[config.mk]
export PLATFORM = sky130hd
export DESIGN_NAME = instr_fetch_unit
export DESIGN_NICKNAME = d
export VERILOG_FILES = /design/src/rtl/cpu_pkg.sv /design/src/rtl/ifu_fifo.sv /design/src/rtl/instr_fetch_unit.sv
export SDC_FILE = /design/constraint.sdc
export NUM_CORES = 1
export LEC_CHECK = 0
export CAP_MARGIN = 20
export CORE_MARGIN = 2
export CORE_UTILIZATION = 33
export DETAILED_ROUTE_END_ITERATION = 7
export SLEW_MARGIN = 20
export SYNTH_ARGS = -nofsm -noshare
export SYNTH_HDL_FRONTEND = slang
export SYNTH_SLANG_ARGS = --single-unit
[constraint.sdc]
create_clock -name clk -period 6.15 [get_ports clk]
set_clock_uncertainty 0.05 [all_clocks]
set_input_delay 0.615 -clock clk [delete_from_list [all_inputs] [get_ports clk]]
set_output_delay 0.615 -clock clk [all_outputs]
set_load 0.01 [all_outputs]
[src/rtl/cpu_pkg.sv]
// Shared CPU definitions: opcode constants, immediate-select encoding and
// fetch-unit FSM states, used by the fetch unit and the immediate generator.
package cpu_pkg;

  localparam logic [6:0] OPC_STORE  = 7'b0100011;
  localparam logic [6:0] OPC_BRANCH = 7'b1100011;
  localparam logic [6:0] OPC_JAL    = 7'b1101111;

  typedef enum logic [1:0] {
    IMM_I = 2'b00,
    IMM_S = 2'b01,
    IMM_B = 2'b10,
    IMM_J = 2'b11
  } imm_sel_e;

  typedef enum logic [1:0] {
    ST_BOOT,
    ST_RUN,
    ST_FLUSH
  } ifu_state_e;

  function automatic imm_sel_e imm_sel_of(input logic [6:0] opcode);
    imm_sel_e sel;
    case (opcode)
      OPC_STORE:  sel = IMM_S;
      OPC_BRANCH: sel = IMM_B;
      OPC_JAL:    sel = IMM_J;
      default:    sel = IMM_I;
    endcase
    return sel;
  endfunction

endpackage

[src/rtl/ifu_fifo.sv]
// Fetch instruction buffer: circular FIFO of {instr, pc}; flush empties it
// and overrides any push or pop in the same cycle.
module ifu_fifo #(
  parameter int DEPTH = 2
) (
  input  logic                   clk,
  input  logic                   rst_n,
  input  logic                   push,
  input  logic [31:0]            push_instr,
  input  logic [31:0]            push_pc,
  input  logic                   pop,
  input  logic                   flush,
  output logic [31:0]            head_instr,
  output logic [31:0]            head_pc,
  output logic [$clog2(DEPTH):0] count
);

  localparam int PTR_W = $clog2(DEPTH);
  localparam int CNT_W = PTR_W + 1;
  localparam logic [CNT_W-1:0] FULL = CNT_W'(DEPTH);

  logic [31:0]      instr_mem [DEPTH];
  logic [31:0]      pc_mem    [DEPTH];
  logic [PTR_W-1:0] wr_q, wr_d, rd_q, rd_d;
  logic [CNT_W-1:0] count_q, count_d;
  logic             do_push, do_pop;

  // A push into a full buffer is legal only when the head leaves this cycle.
  assign do_pop     = pop && (count_q != '0);
  assign do_push    = push && ((count_q != FULL) || do_pop);
  assign head_instr = instr_mem[rd_q];
  assign head_pc    = pc_mem[rd_q];
  assign count      = count_q;

  always_comb begin
    wr_d    = wr_q;
    rd_d    = rd_q;
    count_d = count_q;
    if (flush) begin
      wr_d    = '0;
      rd_d    = '0;
      count_d = '0;
    end else begin
      if (do_push) wr_d = wr_q + PTR_W'(1);
      if (do_pop)  rd_d = rd_q + PTR_W'(1);
      if (do_push && !do_pop)      count_d = count_q + CNT_W'(1);
      else if (do_pop && !do_push) count_d = count_q - CNT_W'(1);
    end
  end

  always_ff @(posedge clk or negedge rst_n) begin
    if (!rst_n) begin
      wr_q    <= '0;
      rd_q    <= '0;
      count_q <= '0;
    end else begin
      wr_q    <= wr_d;
      rd_q    <= rd_d;
      count_q <= count_d;
    end
  end

  always_ff @(posedge clk) begin
    if (do_push && !flush) begin
      instr_mem[wr_q] <= push_instr;
      pc_mem[wr_q]    <= push_pc;
    end
  end

endmodule

[src/rtl/instr_fetch_unit.sv]
// Instruction fetch unit: pc sequencing, single-outstanding memory request,
// redirect handling and decode handshake in front of an ifu_fifo buffer.
module instr_fetch_unit
  import cpu_pkg::*;
#(
  parameter logic [31:0] RESET_PC  = 32'h0000_0000,
  parameter int          BUF_DEPTH = 2
) (
  input  logic        clk,
  input  logic        rst_n,
  output logic        imem_req_valid,
  output logic [31:0] imem_req_addr,
  input  logic        imem_req_ready,
  input  logic        imem_rsp_valid,
  input  logic [31:0] imem_rsp_data,
  input  logic        redirect_valid,
  input  logic [31:0] redirect_target,
  output logic        id_valid,
  output logic [31:0] id_instr,
  output logic [31:0] id_pc,
  input  logic        id_ready,
  output logic [1:0]  id_imm_sel,
  output logic        id_imm_sign
);

  localparam int CNT_W = $clog2(BUF_DEPTH) + 1;
  localparam logic [CNT_W-1:0] DEPTH_CNT = CNT_W'(BUF_DEPTH);

  ifu_state_e       state_q, state_d;
  logic [31:0]      pc_q, pc_d;
  logic             outs_q, outs_d;
  logic [CNT_W-1:0] fifo_count;
  logic [31:0]      head_instr, head_pc;
  logic             running, room, accept, push, pop;

  assign running        = (state_q == ST_RUN);
  assign room           = (fifo_count + CNT_W'(outs_q)) < DEPTH_CNT;
  assign imem_req_valid = running && !redirect_valid && room;
  assign imem_req_addr  = pc_q;
  assign accept         = imem_req_valid && imem_req_ready;
  // Responses are accepted only for a live request; anything else is stale.
  assign push           = running && outs_q && imem_rsp_valid && !redirect_valid;

  assign id_valid    = (fifo_count != '0);
  assign pop         = id_valid && id_ready;
  assign id_instr    = id_valid ? head_instr : '0;
  assign id_pc       = id_valid ? head_pc : '0;
  assign id_imm_sel  = imm_sel_of(id_instr[6:0]);
  assign id_imm_sign = 1'b1;

  always_comb begin
    state_d = state_q;
    pc_d    = pc_q;
    outs_d  = outs_q;
    if (outs_q && imem_rsp_valid) outs_d = 1'b0;
    if (accept) begin
      outs_d = 1'b1;
      pc_d   = pc_q + 32'd4;
    end
    case (state_q)
      ST_BOOT:  state_d = ST_RUN;
      ST_FLUSH: if (!outs_d) state_d = ST_RUN;
      default:  state_d = state_q;
    endcase
    // A request still in flight past the redirect must be drained in FLUSH.
    if (redirect_valid) begin
      pc_d    = {redirect_target[31:2], 2'b00};
      state_d = outs_d ? ST_FLUSH : ST_RUN;
    end
  end

  always_ff @(posedge clk or negedge rst_n) begin
    if (!rst_n) begin
      state_q <= ST_BOOT;
      pc_q    <= RESET_PC;
      outs_q  <= 1'b0;
    end else begin
      state_q <= state_d;
      pc_q    <= pc_d;
      outs_q  <= outs_d;
    end
  end

  ifu_fifo #(
    .DEPTH (BUF_DEPTH)
  ) u_fifo (
    .clk        (clk),
    .rst_n      (rst_n),
    .push       (push),
    .push_instr (imem_rsp_data),
    .push_pc    (pc_q - 32'd4),
    .pop        (pop),
    .flush      (redirect_valid),
    .head_instr (head_instr),
    .head_pc    (head_pc),
    .count      (fifo_count)
  );

endmodule

==> metrics.txt <==
# TYPE chip_impl_metric gauge
chip_impl_metric{name="critPathArrivalTime",unit="ns"} 3.57
chip_impl_metric{name="cts_sinks",unit=""} 161
chip_impl_metric{name="drv_cap",unit=""} 0
chip_impl_metric{name="grt_pass1_wl",unit="um"} 30400
chip_impl_info{name="critPathCaptureType",value="flop"} 1
chip_impl_info{name="critical_path.startpoint_type",value="input port"} 1
chip_impl_metric{name="top_level_ports",unit=""} 171
chip_impl_metric{name="timing.critical_path.buf_inv",unit=""} 3
chip_impl_info{name="hold_path_class",value="input port to asynchronous set/reset pin"} 1
chip_impl_metric{name="timing.final.ws_setup",unit="ns"} 2.63
chip_impl_metric{name="grt_antenna_before_repair",unit=""} 0
chip_impl_metric{name="synth_edf_count",unit=""} 124
chip_impl_metric{name="clock_insertion_delay_worst_skew",unit="ns"} 0.42
chip_impl_metric{name="antenna-diode-count",unit=""} 0
chip_impl_metric{name="floorplan.die_area",unit="um2"} 24600
chip_impl_metric{name="max_freq",unit="MHz"} 284
chip_impl_metric{name="detail_route.iter0.violations",unit=""} 330
chip_impl_metric{name="1st_pass_router_iterations",unit=""} 6
chip_impl_metric{name="clk_path_buf_depth",unit=""} 2
chip_impl_metric{name="number_of_buffers_added_for_setup_after_cts",unit=""} 0
chip_impl_metric{name="cts_repair_resize_count",unit=""} 0
chip_impl_metric{name="synthesis.area_per_instance",unit="um2"} 11.8
chip_impl_metric{name="cts_hold_buffers",unit=""} 0
chip_impl_metric{name="globalplace.congestion",unit=""} 0.813
chip_impl_info{name="cp_dominant_cell_by_count",value="buf_4"} 1
chip_impl_info{name="post_synth_main_area_contributors",value="edfxtp_1 (48%), dfrtp_1 (12%), mux2i_1 (8.0%), nor2_1 (4.0%), xor2_1 (2.4%)"} 1
chip_impl_metric{name="max_slew_margin",unit="%"} 31.6
chip_impl_metric{name="syn_inst",unit=""} 652
chip_impl_metric{name="standard_cell_rows",unit=""} 55
chip_impl_metric{name="layout_min_cycle_time",unit="ns"} 3.52
chip_impl_metric{name="drcViolationCount",unit=""} 0
chip_impl_info{name="synth_top_flop_cell",value="edfxtp_1"} 1
chip_impl_metric{name="hpwlAfterDp",unit="um"} 13700
chip_impl_metric{name="multiInputGateArea",unit="um2"} 2800
chip_impl_metric{name="ys_seq_area_share",unit="%"} 60.2
chip_impl_metric{name="worst_ep_required_time",unit="ns"} 6.20
chip_impl_metric{name="cts.htree.levels",unit=""} 4
chip_impl_metric{name="via_per_inst",unit=""} 4.98
chip_impl_metric{name="slew_viol_final",unit=""} 0
chip_impl_metric{name="cell_count_final_fillers_out",unit=""} 1119
chip_impl_info{name="clk_root_buffer_cell",value="clkbuf_16"} 1
chip_impl_info{name="clock_tree_from_tritoncts",value="yes"} 1
chip_impl_metric{name="track_usage",unit="%"} 16.3
chip_impl_metric{name="layout.area.seq",unit="um2"} 4650
chip_impl_metric{name="core_area",unit="um2"} 22800
chip_impl_metric{name="yosys_warnings",unit=""} 0
chip_impl_metric{name="finalWirelength",unit="um"} 19800
chip_impl_metric{name="place.detailed.instances",unit=""} 1087
chip_impl_metric{name="final.period_utilization",unit="%"} 57.3
chip_impl_metric{name="worst_pin_slew",unit="ns"} 1.02
chip_impl_info{name="worst-setup-path-type",value="input port to flop"} 1
chip_impl_metric{name="detail-route-antenna-nets",unit=""} 0
chip_impl_info{name="grt_setup_unrepaired",value="no"} 1
chip_impl_metric{name="final-hold-violation-count",unit=""} 0
chip_impl_metric{name="number_of_buffers_created_by_cts",unit=""} 17
chip_impl_metric{name="synthesis.area",unit="um2"} 7720
chip_impl_metric{name="number_of_inserted_filler_cells_in_the_final_layout",unit=""} 2083
chip_impl_metric{name="power.ir.vdd_worst",unit="mV"} 0.151
chip_impl_metric{name="avgRoutedWirePerCell",unit="um"} 17.7
chip_impl_metric{name="io_buffers",unit=""} 163
chip_impl_metric{name="power_density",unit="nW/um2"} 261
chip_impl_metric{name="synth_top_area_share",unit="%"} 48.2
chip_impl_metric{name="fin_setup_tns",unit="ns"} 0
chip_impl_metric{name="async_reset_ff_share",unit="%"} 23.0
chip_impl_metric{name="timing.final.setup_violations",unit=""} 0
chip_impl_metric{name="drive_above_1_share",unit="%"} 6.70
chip_impl_metric{name="grt_max_degree",unit=""} 50
chip_impl_metric{name="dr_total_vias",unit=""} 5570
chip_impl_metric{name="critPathMaxStageDelay",unit="ns"} 0.92
chip_impl_metric{name="grt_overflow",unit=""} 0
chip_impl_metric{name="synth_seq_cells",unit=""} 161
chip_impl_info{name="critPathSlowestCell",value="nor2b_4"} 1
chip_impl_metric{name="die-height",unit="um"} 157
chip_impl_metric{name="floorplan.initialDensity",unit="%"} 33.9
chip_impl_metric{name="total_leakage_power",unit="uW"} 0.00335
chip_impl_metric{name="critPathMaxFanout",unit=""} 41
chip_impl_metric{name="num-nets-final",unit=""} 865
chip_impl_info{name="path_delay_family",value="simple AND/OR/NAND/NOR gates"} 1
chip_impl_metric{name="grt_pass1_vias",unit=""} 5338
chip_impl_metric{name="detailedPlace.worstSlack",unit="ns"} 2.16
chip_impl_info{name="cp_cell_sequence",value="clkdlybuf4s50_1 -> buf_4 -> or3b_2 -> a211oi_1 -> nor2b_4 -> buf_4"} 1
chip_impl_metric{name="synth.distinct_cells",unit=""} 56
chip_impl_metric{name="clk_pin_slew_worst_paths",unit="ns"} 0.06
chip_impl_info{name="run_status",value="finished, final reports clean"} 1
chip_impl_metric{name="die_w",unit="um"} 157
chip_impl_metric{name="detailed_place.area",unit="um2"} 9590
chip_impl_metric{name="area_growth",unit="%"} 32.0
chip_impl_metric{name="finalInstanceArea",unit="um2"} 10200
chip_impl_info{name="netlist.top_cell.by_area",value="edfxtp_1"} 1
==> worst paths after layout <==
| check | start | end | slack, ns | cells after the start |
|---|---|---|---|---|
| min in group clk | state_q[1] | state_q[1] | 0.54 | 1 |
| setup reg to reg | state_q[1] | u_fifo.instr_mem[0][11] | 3.12 | 4 |
| hold / removal | rst_n | imem_req_addr[31] | 0.29 | 1 |
| hold reg to reg | state_q[1] | state_q[1] | 0.54 | 1 |
| max in group asynchronous | rst_n | u_fifo.rd_q | 5.08 | 1 |
| setup / recovery | redirect_valid | u_fifo.instr_mem[0][11] | 2.63 | 6 |
==> through the flow <==
step           power (uW)  util, %  hold WS, ns
4_1_cts              2690     44.7        0.289
3_5_place_dp         1620     42.1        0.516
6_report             2660     44.7        0.287
3_3_place_gp         1620     42.1        0.513
2_1_floorplan        1460        -        0.269
5_1_grt              2780     44.7        0.313
==> Yosys cell counts (all sizes together), types with 4 or more instances <==
cell    instances
a211o           4
a211oi          4
a21o            4
a21oi           7
a221o           4
a22oi           6
a31oi           8
buf            30
clkbuf         23
dfrtp          37
edfxtp        124
inv            15
mux2i          62
nand2          42
nand3          24
nand4          15
nor2           82
nor3           20
nor4           15
o211ai          8
o21ai          10
o31ai           5
or3             8
or4            17
xnor2          12
xor2           21
==> registers in the layout, summed over array words and instances, names as in the netlist <==
name              count
u_fifo.instr_mem     64
u_fifo.pc_mem        60
imem_req_addr        30
state_q               2
u_fifo.count          2
outs_q                1
u_fifo.rd_q           1
u_fifo.wr_q           1
==> cells in the final DEF, fill, tap and decap left out, drive strengths merged, types with 4 or more instances in the layout <==
master	Yosys	final
nand2	42	42
or4	17	17
o211ai	8	8
nor3	20	20
a22oi	6	6
inv	15	17
a31oi	8	8
nand3	24	24
nor4	15	15
clkdlybuf4s50	0	162
xnor2	12	12
or3	8	8
clkinv	0	7
dfrtp	37	37
xor2	21	21
conb	2	5
clkbuf	23	19
a211o	4	4
nor2	82	82
a221o	4	4
a21oi	7	7
a211oi	4	4
o21ai	10	10
a21o	4	4
o31ai	5	5
edfxtp	124	124
mux2i	62	62
buf	30	10
nand4	15	15
==> cell families (layout without fill, tap and decap cells) <==
| group | count (synthesis) | after routing | synth area share (%) |
|---|---|---|---|
| flops | 161 | 161 | 60.2 |
| xor+xnor | 33 | 33 | 3.74 |
| buf+inv | 68 | 219 | 3.89 |
| simple gates | 251 | 251 | 16.7 |
| other cells | 2 | 5 | 0.0973 |
| fa+ha+maj | 2 | 2 | 0.324 |
| compound gates | 71 | 71 | 6.69 |
| mux | 64 | 64 | 8.33 |
==> worst register-to-register path, cell delays in order, from the launching register on <==
cell and delay [ns]:
dfrtp_1 0.42, or3b_2 0.52, a211oi_1 0.37, nor2b_4 0.92
buf_4 0.42
==> layer usage <==
metal	global-route usage (%)	part of all wire, %	up-vias	wire (um)
met5	0	0	-	0
met4	4.37	1.6	0	315
met3	4.54	7.2	15	1430
met2	23.9	43	204	8540
met1	23.6	48	2652	9560
li1	-	-	2699	-
==> cell type report <==
class	instances	share of cell area, %
Sequential cell	161	45.7
Multi-Input combinational cell	426	27.5
Timing Repair Buffer	172	16.6
Clock buffer	19	4.25
Tap cell	313	3.84
Clock inverter	13	1.58
Inverter	15	0.553
==> power breakdown <==
part	leakage (uW)	switching [uW]	internal, uW	total [uW]
registers	0.00157	78.4	1220	1300
logic	0.00150	147	155	302
clock network	0.000285	421	639	1060
Power figures use the tool's default switching activity.
